`src/rtl/psum_accumulator_pkg.sv`:
```
// rtl/psum_accumulator_pkg.sv - shared widths, defaults and FSM state type for the psum accumulator
package psum_accumulator_pkg;

  localparam int PSUM_WIDTH    = 32;
  localparam int DEF_ACC_WIDTH = 32;
  localparam int DEF_MAX_LEN   = 256;

  typedef enum logic [1:0] {
    ACC_IDLE,
    ACC_RUN,
    ACC_DONE
  } acc_state_e;

  // Beat counter must hold MAX_LEN itself, not just MAX_LEN-1.
  function automatic int count_width(input int max_len);
    return $clog2(max_len) + 1;
  endfunction

endpackage

```
`src/rtl/psum_accumulator_sat_lane_add.sv`:
```
// rtl/psum_accumulator_sat_lane_add.sv - unsigned lane adder with carry in/out and optional saturation
module sat_lane_add #(
  parameter int W = 16
) (
  input  logic [W-1:0] a_i,
  input  logic [W-1:0] b_i,
  input  logic         cin_i,
  input  logic         sat_en_i,
  output logic [W-1:0] sum_o,
  output logic         carry_o
);

  logic [W:0] raw;

  always_comb begin
    raw     = {1'b0, a_i} + {1'b0, b_i} + {{W{1'b0}}, cin_i};
    carry_o = raw[W];
    sum_o   = (sat_en_i && raw[W]) ? '1 : raw[W-1:0];
  end

endmodule

```
`src/rtl/psum_accumulator.sv`:
```
// rtl/psum_accumulator.sv - groups multiplier products into saturating partial sums, one or two lanes
module psum_accumulator
  import psum_accumulator_pkg::*;
#(
  parameter int ACC_WIDTH = DEF_ACC_WIDTH,
  parameter int MAX_LEN   = DEF_MAX_LEN
) (
  input  logic                      clk,
  input  logic                      rst,
  input  logic                      mode,
  input  logic                      in_valid,
  output logic                      in_ready,
  input  logic [PSUM_WIDTH-1:0]     in_prod,
  input  logic                      in_last,
  output logic                      out_valid,
  input  logic                      out_ready,
  output logic [ACC_WIDTH-1:0]      out_psum,
  output logic                      out_mode,
  output logic [$clog2(MAX_LEN):0]  out_count,
  output logic                      out_sat,
  output logic                      out_trunc
);

  localparam int HW = ACC_WIDTH / 2;
  localparam int PH = PSUM_WIDTH / 2;
  localparam int CW = count_width(MAX_LEN);

  acc_state_e           state_q, state_d;
  logic                 run_q;
  logic [ACC_WIDTH-1:0] acc_q, acc_d;
  logic [CW-1:0]        count_q, count_d;
  logic                 mode_q, mode_d;
  logic                 sat_q, sat_d;
  logic                 trunc_q, trunc_d;

  logic                 in_fire, out_fire, start, close, lane_mode, sat_now;
  logic [CW-1:0]        count_nxt;
  logic [ACC_WIDTH-1:0] base, operand, sum_new;
  logic [HW-1:0]        sum_lo, sum_hi;
  logic                 carry_lo, carry_hi;

  assign out_valid = (state_q == ACC_DONE);
  assign in_ready  = run_q && (!out_valid || out_ready);
  assign in_fire   = in_valid && in_ready;
  assign out_fire  = out_valid && out_ready;

  // A beat opens a new group from IDLE, or from DONE while the result is taken.
  assign start     = in_fire && (state_q != ACC_RUN);
  assign lane_mode = start ? mode : mode_q;
  assign count_nxt = start ? CW'(1) : count_q + CW'(1);
  assign close     = in_last || (count_nxt == CW'(MAX_LEN));

  assign base    = start ? '0 : acc_q;
  assign operand = lane_mode ? {HW'(in_prod[PSUM_WIDTH-1:PH]), HW'(in_prod[PH-1:0])}
                             : ACC_WIDTH'(in_prod);

  sat_lane_add #(.W(HW)) u_lane0 (
    .a_i      (base[HW-1:0]),
    .b_i      (operand[HW-1:0]),
    .cin_i    (1'b0),
    .sat_en_i (lane_mode),
    .sum_o    (sum_lo),
    .carry_o  (carry_lo)
  );

  // In mode 0 the low carry ripples up so both lanes act as one wide adder.
  sat_lane_add #(.W(HW)) u_lane1 (
    .a_i      (base[ACC_WIDTH-1:HW]),
    .b_i      (operand[ACC_WIDTH-1:HW]),
    .cin_i    (lane_mode ? 1'b0 : carry_lo),
    .sat_en_i (1'b1),
    .sum_o    (sum_hi),
    .carry_o  (carry_hi)
  );

  assign sum_new = (!lane_mode && carry_hi) ? '1 : {sum_hi, sum_lo};
  assign sat_now = (lane_mode && carry_lo) || carry_hi;

  always_comb begin
    state_d = state_q;
    case (state_q)
      ACC_IDLE, ACC_RUN: begin
        if (in_fire) state_d = close ? ACC_DONE : ACC_RUN;
      end
      ACC_DONE: begin
        if (in_fire)       state_d = close ? ACC_DONE : ACC_RUN;
        else if (out_fire) state_d = ACC_IDLE;
      end
      default: state_d = ACC_IDLE;
    endcase
  end

  always_comb begin
    acc_d   = acc_q;
    count_d = count_q;
    mode_d  = mode_q;
    sat_d   = sat_q;
    trunc_d = trunc_q;
    if (in_fire) begin
      acc_d   = sum_new;
      count_d = count_nxt;
      mode_d  = lane_mode;
      sat_d   = (sat_q && !start) || sat_now;
      trunc_d = close && !in_last;
    end
  end

  always_ff @(posedge clk) begin
    if (rst) begin
      state_q <= ACC_IDLE;
      run_q   <= 1'b0;
      acc_q   <= '0;
      count_q <= '0;
      mode_q  <= 1'b0;
      sat_q   <= 1'b0;
      trunc_q <= 1'b0;
    end else begin
      state_q <= state_d;
      run_q   <= 1'b1;
      acc_q   <= acc_d;
      count_q <= count_d;
      mode_q  <= mode_d;
      sat_q   <= sat_d;
      trunc_q <= trunc_d;
    end
  end

  assign out_psum  = acc_q;
  assign out_count = count_q;
  assign out_mode  = mode_q;
  assign out_sat   = sat_q;
  assign out_trunc = trunc_q;

endmodule

```
`config.mk`:
```
export PLATFORM = sky130hd
export DESIGN_NAME = psum_accumulator
export DESIGN_NICKNAME = d
export VERILOG_FILES = /design/src/rtl/psum_accumulator_pkg.sv /design/src/rtl/psum_accumulator_sat_lane_add.sv /design/src/rtl/psum_accumulator.sv
export SDC_FILE = /design/constraint.sdc
export NUM_CORES = 1
export LEC_CHECK = 0
export ABC_CLOCK_PERIOD_IN_PS = 8400
export BUFFER_PORTS_ARGS = -buffer_cell sky130_fd_sc_hd__buf_2
export CORE_MARGIN = 2
export CORE_UTILIZATION = 55
export CTS_CLUSTER_DIAMETER = 40
export DETAILED_ROUTE_END_ITERATION = 10
export GPL_TIMING_DRIVEN = 0
export PLACE_DENSITY_LB_ADDON = 0.12
export SLEW_MARGIN = 15
export SYNTH_ARGS = -nofsm -noshare
export SYNTH_HDL_FRONTEND = slang
export SYNTH_HIERARCHICAL = 1
export SYNTH_SLANG_ARGS = --single-unit
```
`constraint.sdc`:
```
create_clock -name clk -period 8.4 [get_ports clk]
set_clock_uncertainty 0.05 [all_clocks]
set_input_delay 2.52 -clock clk [delete_from_list [all_inputs] [get_ports clk]]
set_output_delay 2.52 -clock clk [all_outputs]
set_load 0.05 [all_outputs]
```
# Word level (Yosys, flattened, before mapping)
# Index checks and enable logic that the tools add are counted.
[word_totals]
in_bits = 38
output_inout_bits = 46
regBits = 47
[classes]
eq_ne = 6
reduce_logical = 19
muxes = 13
addsub = 4
[ops]
columns = ["op", "n"]
rows = [
  ["$mux 32", 2],
  ["$add 16x16->17", 2],
  ["$mux 16", 2],
  ["$add 17x1->17", 1],
  ["$add 9x1->9 const B", 1],
  ["$eq 9x9->1 const B", 1],
  ["$mux 9", 1],
  ["$logic_and 1x1->1", 8],
  ["$mux 2", 4],
  ["$logic_not 1->1", 4],
  ["$logic_or 1x1->1", 4],
  ["$pmux 2 s2", 1],
  ["$mux 1", 3],
  ["$ne 3x1->1 const B", 1],
  ["$eq 2x1->1 const B", 1],
  ["$eq 2x2->1 const B", 1],
  ["$logic_not 2->1", 1],
  ["$ne 2x1->1 const B", 1],
  ["$ne 2x2->1 const B", 1],
  ["$reduce_and 2->1", 1],
  ["$reduce_or 2->1", 1],
]

# Longest topological paths before layout
[logic_depth]
depth_word = 12
ltp_mapped = 22
ltp_nobuf = 21

# Cells and area by module
# Netlist, hierarchy kept.
[by_module_without_submodules]
columns = ["module", "cells_each", "area_each_um2", "seq_area_each_um2", "n_inst"]
rows = [
  ["psum_accumulator", 279, 2204.6, 940.9, 1],
  ["sat_lane_add (u_lane1)", 130, 964.7, 0.0, 1],
  ["sat_lane_add (u_lane0)", 122, 868.3, 0.0, 1],
]

# Worst setup path after synthesis
# No wires, ideal clock.
[synth_timing]
path_type = "input-to-reg"
from = "in in_valid"
to = "reg acc_q[10], in the netlist out_psum[10]"
path_stages = 22
path_slack_ps = 660
n_path_buf = 2
t_arrival_ps = 7570
t_required_ps = 8230
cell_sequence = "nand2_1 -> nor3_2 -> clkbuf_1 -> nor2b_1 -> fa_1 -> fa_1 -> a21o_1 -> a221o_1 -> a31oi_4 -> nand2_2 -> a31o_1 -> and2_1 -> fa_1 -> fa_1 -> a21oi_2 -> o211ai_2 -> a221o_2 -> a21oi_4 -> inv_2 -> a21oi_1 -> buf_2 -> a21oi_1"
[synth_via]
elab_chain_cells = 8
[synth_rtl]
columns = ["item", "line_no", "text"]
rows = [
  ["from (decl)", "psum_accumulator.sv:11", "input logic in_valid,"],
  ["$logic_and 1x1->1", "psum_accumulator.sv:44", "assign in_fire = in_valid && in_ready;"],
  ["$logic_and 1x1->1", "psum_accumulator.sv:48", "assign start = in_fire && (state_q != ACC_RUN);"],
  ["$mux 32", "psum_accumulator.sv:53", "assign base = start ? '0 : acc_q;"],
  ["named net base[0]", "psum_accumulator.sv:38", "logic [ACC_WIDTH-1:0] base, operand, sum_new;"],
  ["$add 16x16->17", "psum_accumulator_sat_lane_add.sv:16", "raw = {1'b0, a_i} + {1'b0, b_i} + {{W{1'b0}}, cin_i};"],
  ["named net carry_lo", "psum_accumulator.sv:40", "logic carry_lo, carry_hi;"],
  ["$mux 1", "psum_accumulator.sv:70", ".cin_i (lane_mode ? 1'b0 : carry_lo),"],
  ["$add 17x1->17", "psum_accumulator_sat_lane_add.sv:16", ""],
  ["named net carry_hi", "psum_accumulator.sv:40", ""],
  ["$logic_and 1x1->1", "psum_accumulator.sv:76", "assign sum_new = (!lane_mode && carry_hi) ? '1 : {sum_hi, sum_lo};"],
  ["$mux 32", "psum_accumulator.sv:76", ""],
  ["to (signal assigned)", "psum_accumulator.sv:112", "acc_q <= '0;"],
  ["to (signal assigned)", "psum_accumulator.sv:120", "acc_q <= acc_d;"],
  ["to (decl)", "psum_accumulator.sv:30", "logic [ACC_WIDTH-1:0] acc_q, acc_d;"],
]
# The timed path passes the listed nets, and every way through them passes these cells.
# A chain may end at the register's enable or synchronous reset.

# Worst setup path after layout
[layout_timing]
from = "in out_ready"
to = "reg acc_q[19], in the netlist out_psum[19]"
[layout_via]
elab_chain_cells = 10
[layout_rtl]
columns = ["item", "line_no", "text"]
rows = [
  ["from (decl)", "psum_accumulator.sv:16", "input logic out_ready,"],
  ["$logic_or 1x1->1 (*)", "psum_accumulator.sv:43", "assign in_ready = run_q && (!out_valid || out_ready);"],
  ["$logic_and 1x1->1 (*)", "psum_accumulator.sv:43", ""],
  ["$logic_and 1x1->1 (*)", "psum_accumulator.sv:44", ""],
  ["$logic_and 1x1->1 (*)", "psum_accumulator.sv:48", ""],
  ["$mux 32 (*)", "psum_accumulator.sv:53", ""],
  ["named net base[0]", "psum_accumulator.sv:38", ""],
  ["$add 16x16->17 (*)", "psum_accumulator_sat_lane_add.sv:16", ""],
  ["named net carry_lo", "psum_accumulator.sv:40", ""],
  ["$mux 1 (*)", "psum_accumulator.sv:70", ""],
  ["$add 17x1->17 (*)", "psum_accumulator_sat_lane_add.sv:16", ""],
  ["named net carry_hi", "psum_accumulator.sv:40", ""],
  ["$mux 16 / $logic_and 1x1->1 (equally long branches)", "psum_accumulator_sat_lane_add.sv:18, psum_accumulator.sv:76", ""],
  ["$mux 32 (*)", "psum_accumulator.sv:76", ""],
]
# Mark *: on every way through the listed nets, which the timed path passes. The rest lies on a longest branch.

==> impl_results.md <==
* Status: complete, no violations
* Maximum vdd drop at 0.0815 mV
* Post-synth ARST share at 0%
* Yosys cell types at 73
* Total wire length at 10500 µm
* Layout cells sized above 1 at 20.2%
* Clock-pin slew on the worst setup and hold paths at 110 ps
* Initial antenna violation count at 0
* Power density over the cells at 145 mW/mm²
* Ant diodes at 0
* Final setup viols at 0
* Avg Vias per Cell at 5.65
* Mapped Area at 0.00404 mm²
* Worst-path maximum fanout at 10
* Setup WS pre-CTS at -286 ps
* CTS tree: yes
* Internal cell power at 0.399 mW
* DR pass1 iterations at 4
* Number of global-route vias before repair at 3609
* Largest net degree at the start of global routing at 17
* Starting Density at 56.3%
* Clock Sinks at 47
* Crit share post-route at 96.3%
* Fin crit period at 8090 ps
* Max Slew Vio Count at 0
* Hold_ws at 440 ps
* Final WS setup at 314 ps
* Max-slew headroom at 64.3%
* Post-synth EDFFs at 0
* FF+latch count, synth at 47
* Reg power frac at 36.4%
* Syn. warnings at 6
* Lkg Pwr at 2.38 nW
* Die Wd at 89.7 µm
* Avg WL per Cell at 14.5 µm
* # nets final at 697
* Max_cap viols at 0
* Type of origin of the critical path: primary input
* Num CTS Buffers at 5
* Final hold violation count at 0
* DR DRC count at 0
* Port Buf Inserts at 83
* Hold_buf cts at 0
* Detail Route Antenna Nets at 0
* CTS root buffer: clkbuf_8
* Setup Fix Bufs, Post-CTS at 0
* Kind of critical path: primary input to register
* Cells after synthesis at 531
* Register-to-register setup slack at 2130 ps
* RSZ-0062 raised after global routing: false
* Layout area overhead at 16.1%
* Clock Latency Late Sink at 310 ps
* Vias post-DR at 4093
* Die area at 0.00804 mm²
* Combinational share of power at 41.9%
* Grt ovf at 0
* Endpoint type of the worst setup path: register
* H-tree depth at 2
* First-pass GRT wire length at 16500 µm
* Row cnt at 31
* Max Clk Rate at 124 MHz
* CP required at 8540 ps
* Dpl hpwl at 8010 µm
* DIE HEIGHT at 89.7 µm
* Ys flop type: dfxtp_1
* Sw Pwr at 0.278 mW
* Core ar. at 0.00718 mm²
* Synthesized area per cell at 7.60 µm²
* Hold WC Path Type: register to register
* Clock share of power at 21.7%
* Gpl congestion at 0.967
* Seq/Total Area, Yosys at 23.3%
* Crit path DAT at 8230 ps
* Clock buffer depth at 2
* Slew at the pin closest to its max-slew limit at 532 ps
* Initial DRC count at 147
* Switching Fraction at 41.1%
* GRT Util Overall at 25.8%
* Num ports at 84
layout make-up:
| class | count | area (µm²) |
|---|---|---|
| multi-input combinational | 413 | 2810 |
| buffer | 28 | 128 |
| fill | 636 | 2490 |
| timing repair buffer | 83 | 415 |
| clock inverter | 3 | 25.0 |
| inverter | 46 | 173 |
| clock buffer | 5 | 68.8 |
| tap | 99 | 124 |
| sequential | 47 | 941 |
critical path, stage by stage:
cell and delay, ps:
buf_2 110, nor3b_4 60, nor3_2 310, buf_2 280
nor2b_1 100, fa_1 470, fa_1 420, a21o_1 230
a221o_1 380, a31oi_4 200, nand2_2 120, a31o_1 250
and2_1 160, fa_1 420, fa_1 440, a21oi_2 220
o211ai_2 160, a221o_2 440, a21oi_4 220, inv_2 100
a21oi_2 230, buf_2 280, a21oi_1 100
power by group through the flow:
stage	Sequential, mW	Combinational (mW)	Clock, mW
final	0.246	0.284	0.147
after global routing	0.248	0.314	0.160
after CTS	0.246	0.282	0.153
after detailed placement	0.251	0.280	0
after global placement	0.251	0.275	0
after floorplan	0.296	0.172	0
Yosys cell counts (all sizes together) (14+ instances only):
| master | instances | area, µm² |
|---|---|---|
| a21o | 14 | 105 |
| a21oi | 67 | 362 |
| clkbuf | 18 | 67.6 |
| dfxtp | 47 | 941 |
| ha | 31 | 388 |
| inv | 46 | 173 |
| nand2 | 28 | 108 |
| nor2 | 26 | 97.6 |
| nor2b | 35 | 219 |
| o21ai | 63 | 319 |
| xnor2 | 15 | 131 |
logic make-up after synthesis:
group,count (synthesis),synth area share (%)
multiplexers,3,0.775
other,2,0.186
adder cells (fa/ha/maj),35,11.6
AO/OA/AOI/OAI,197,30.9
XOR/XNOR,22,4.77
flip-flops,47,23.3
AND/OR/NAND/NOR,151,21.1
buffers and inverters,74,7.38
path summary, 6_finish.rpt:
kind                           startpoint                         to  cells past startpoint
setup / recovery                out_ready  out_psum[19]$_SDFFE_PP0P_                     23
hold / removal     out_trunc$_SDFFE_PP0P_     out_trunc$_SDFFE_PP0P_                      2
setup reg to reg  state_q[1]$_SDFFE_PP0P_  out_psum[19]$_SDFFE_PP0P_                     22
hold reg to reg    out_trunc$_SDFFE_PP0P_     out_trunc$_SDFFE_PP0P_                      2
metrics by stage:
step | setup TNS (ps) | util [%] | total power, mW | area [µm²] | cells
after global routing | 0 | 65.3 | 0.722 | 4690 | 724
after global placement | -6060 | 63.9 | 0.525 | 4590 | 716
after detailed placement | -7920 | 63.9 | 0.531 | 4590 | 716
after CTS | 0 | 65.2 | 0.682 | 4680 | 724
after floorplan | 0 | - | 0.468 | 4050 | 534
final | 0 | 65.3 | 0.678 | 4690 | 724
layout by cell type, fill, tap and decap left out, types with 4 or more instances in the layout:
cell       n
a211oi_1   7
a21o_1    14
a21oi_1   63
a31oi_1    6
and2_1     5
and3_1     9
buf_2     91
clkbuf_1  16
clkbuf_8   5
conb_1     5
dfxtp_1   47
fa_1       4
ha_1      31
inv_1     44
nand2_1   27
nand2b_1   4
nand3_1   10
nand3b_1   5
nor2_1    26
nor2b_1   35
nor3_1     4
o211ai_1   6
o21ai_0   60
o21bai_1   4
xnor2_1   15
xor2_1     7
repair_timing:
item	in CTS	in global routing
setup endpoints to repair	0	30
hold endpoints to repair	0	0
gates resized for setup	0	6
layer usage:
metal / routed length (µm) / global-route usage [%] / part of all wire, % / up-vias
met5: 0 / 0 / 0 / -
met4: 131 / 6.38 / 1.3 / 0
met3: 507 / 3.84 / 4.8 / 13
met2: 5260 / 45.9 / 50 / 107
met1: 4590 / 32.6 / 44 / 1905
li1: - / - / - / 2068
registers in the layout, indices dropped and copies added (netlist names):
register and flops:
out_sat 1, out_trunc 1, state_q 2, out_mode 1, out_psum 32, out_count 9, run_q 1
No activity file was read; power rests on OpenSTA's default activity.
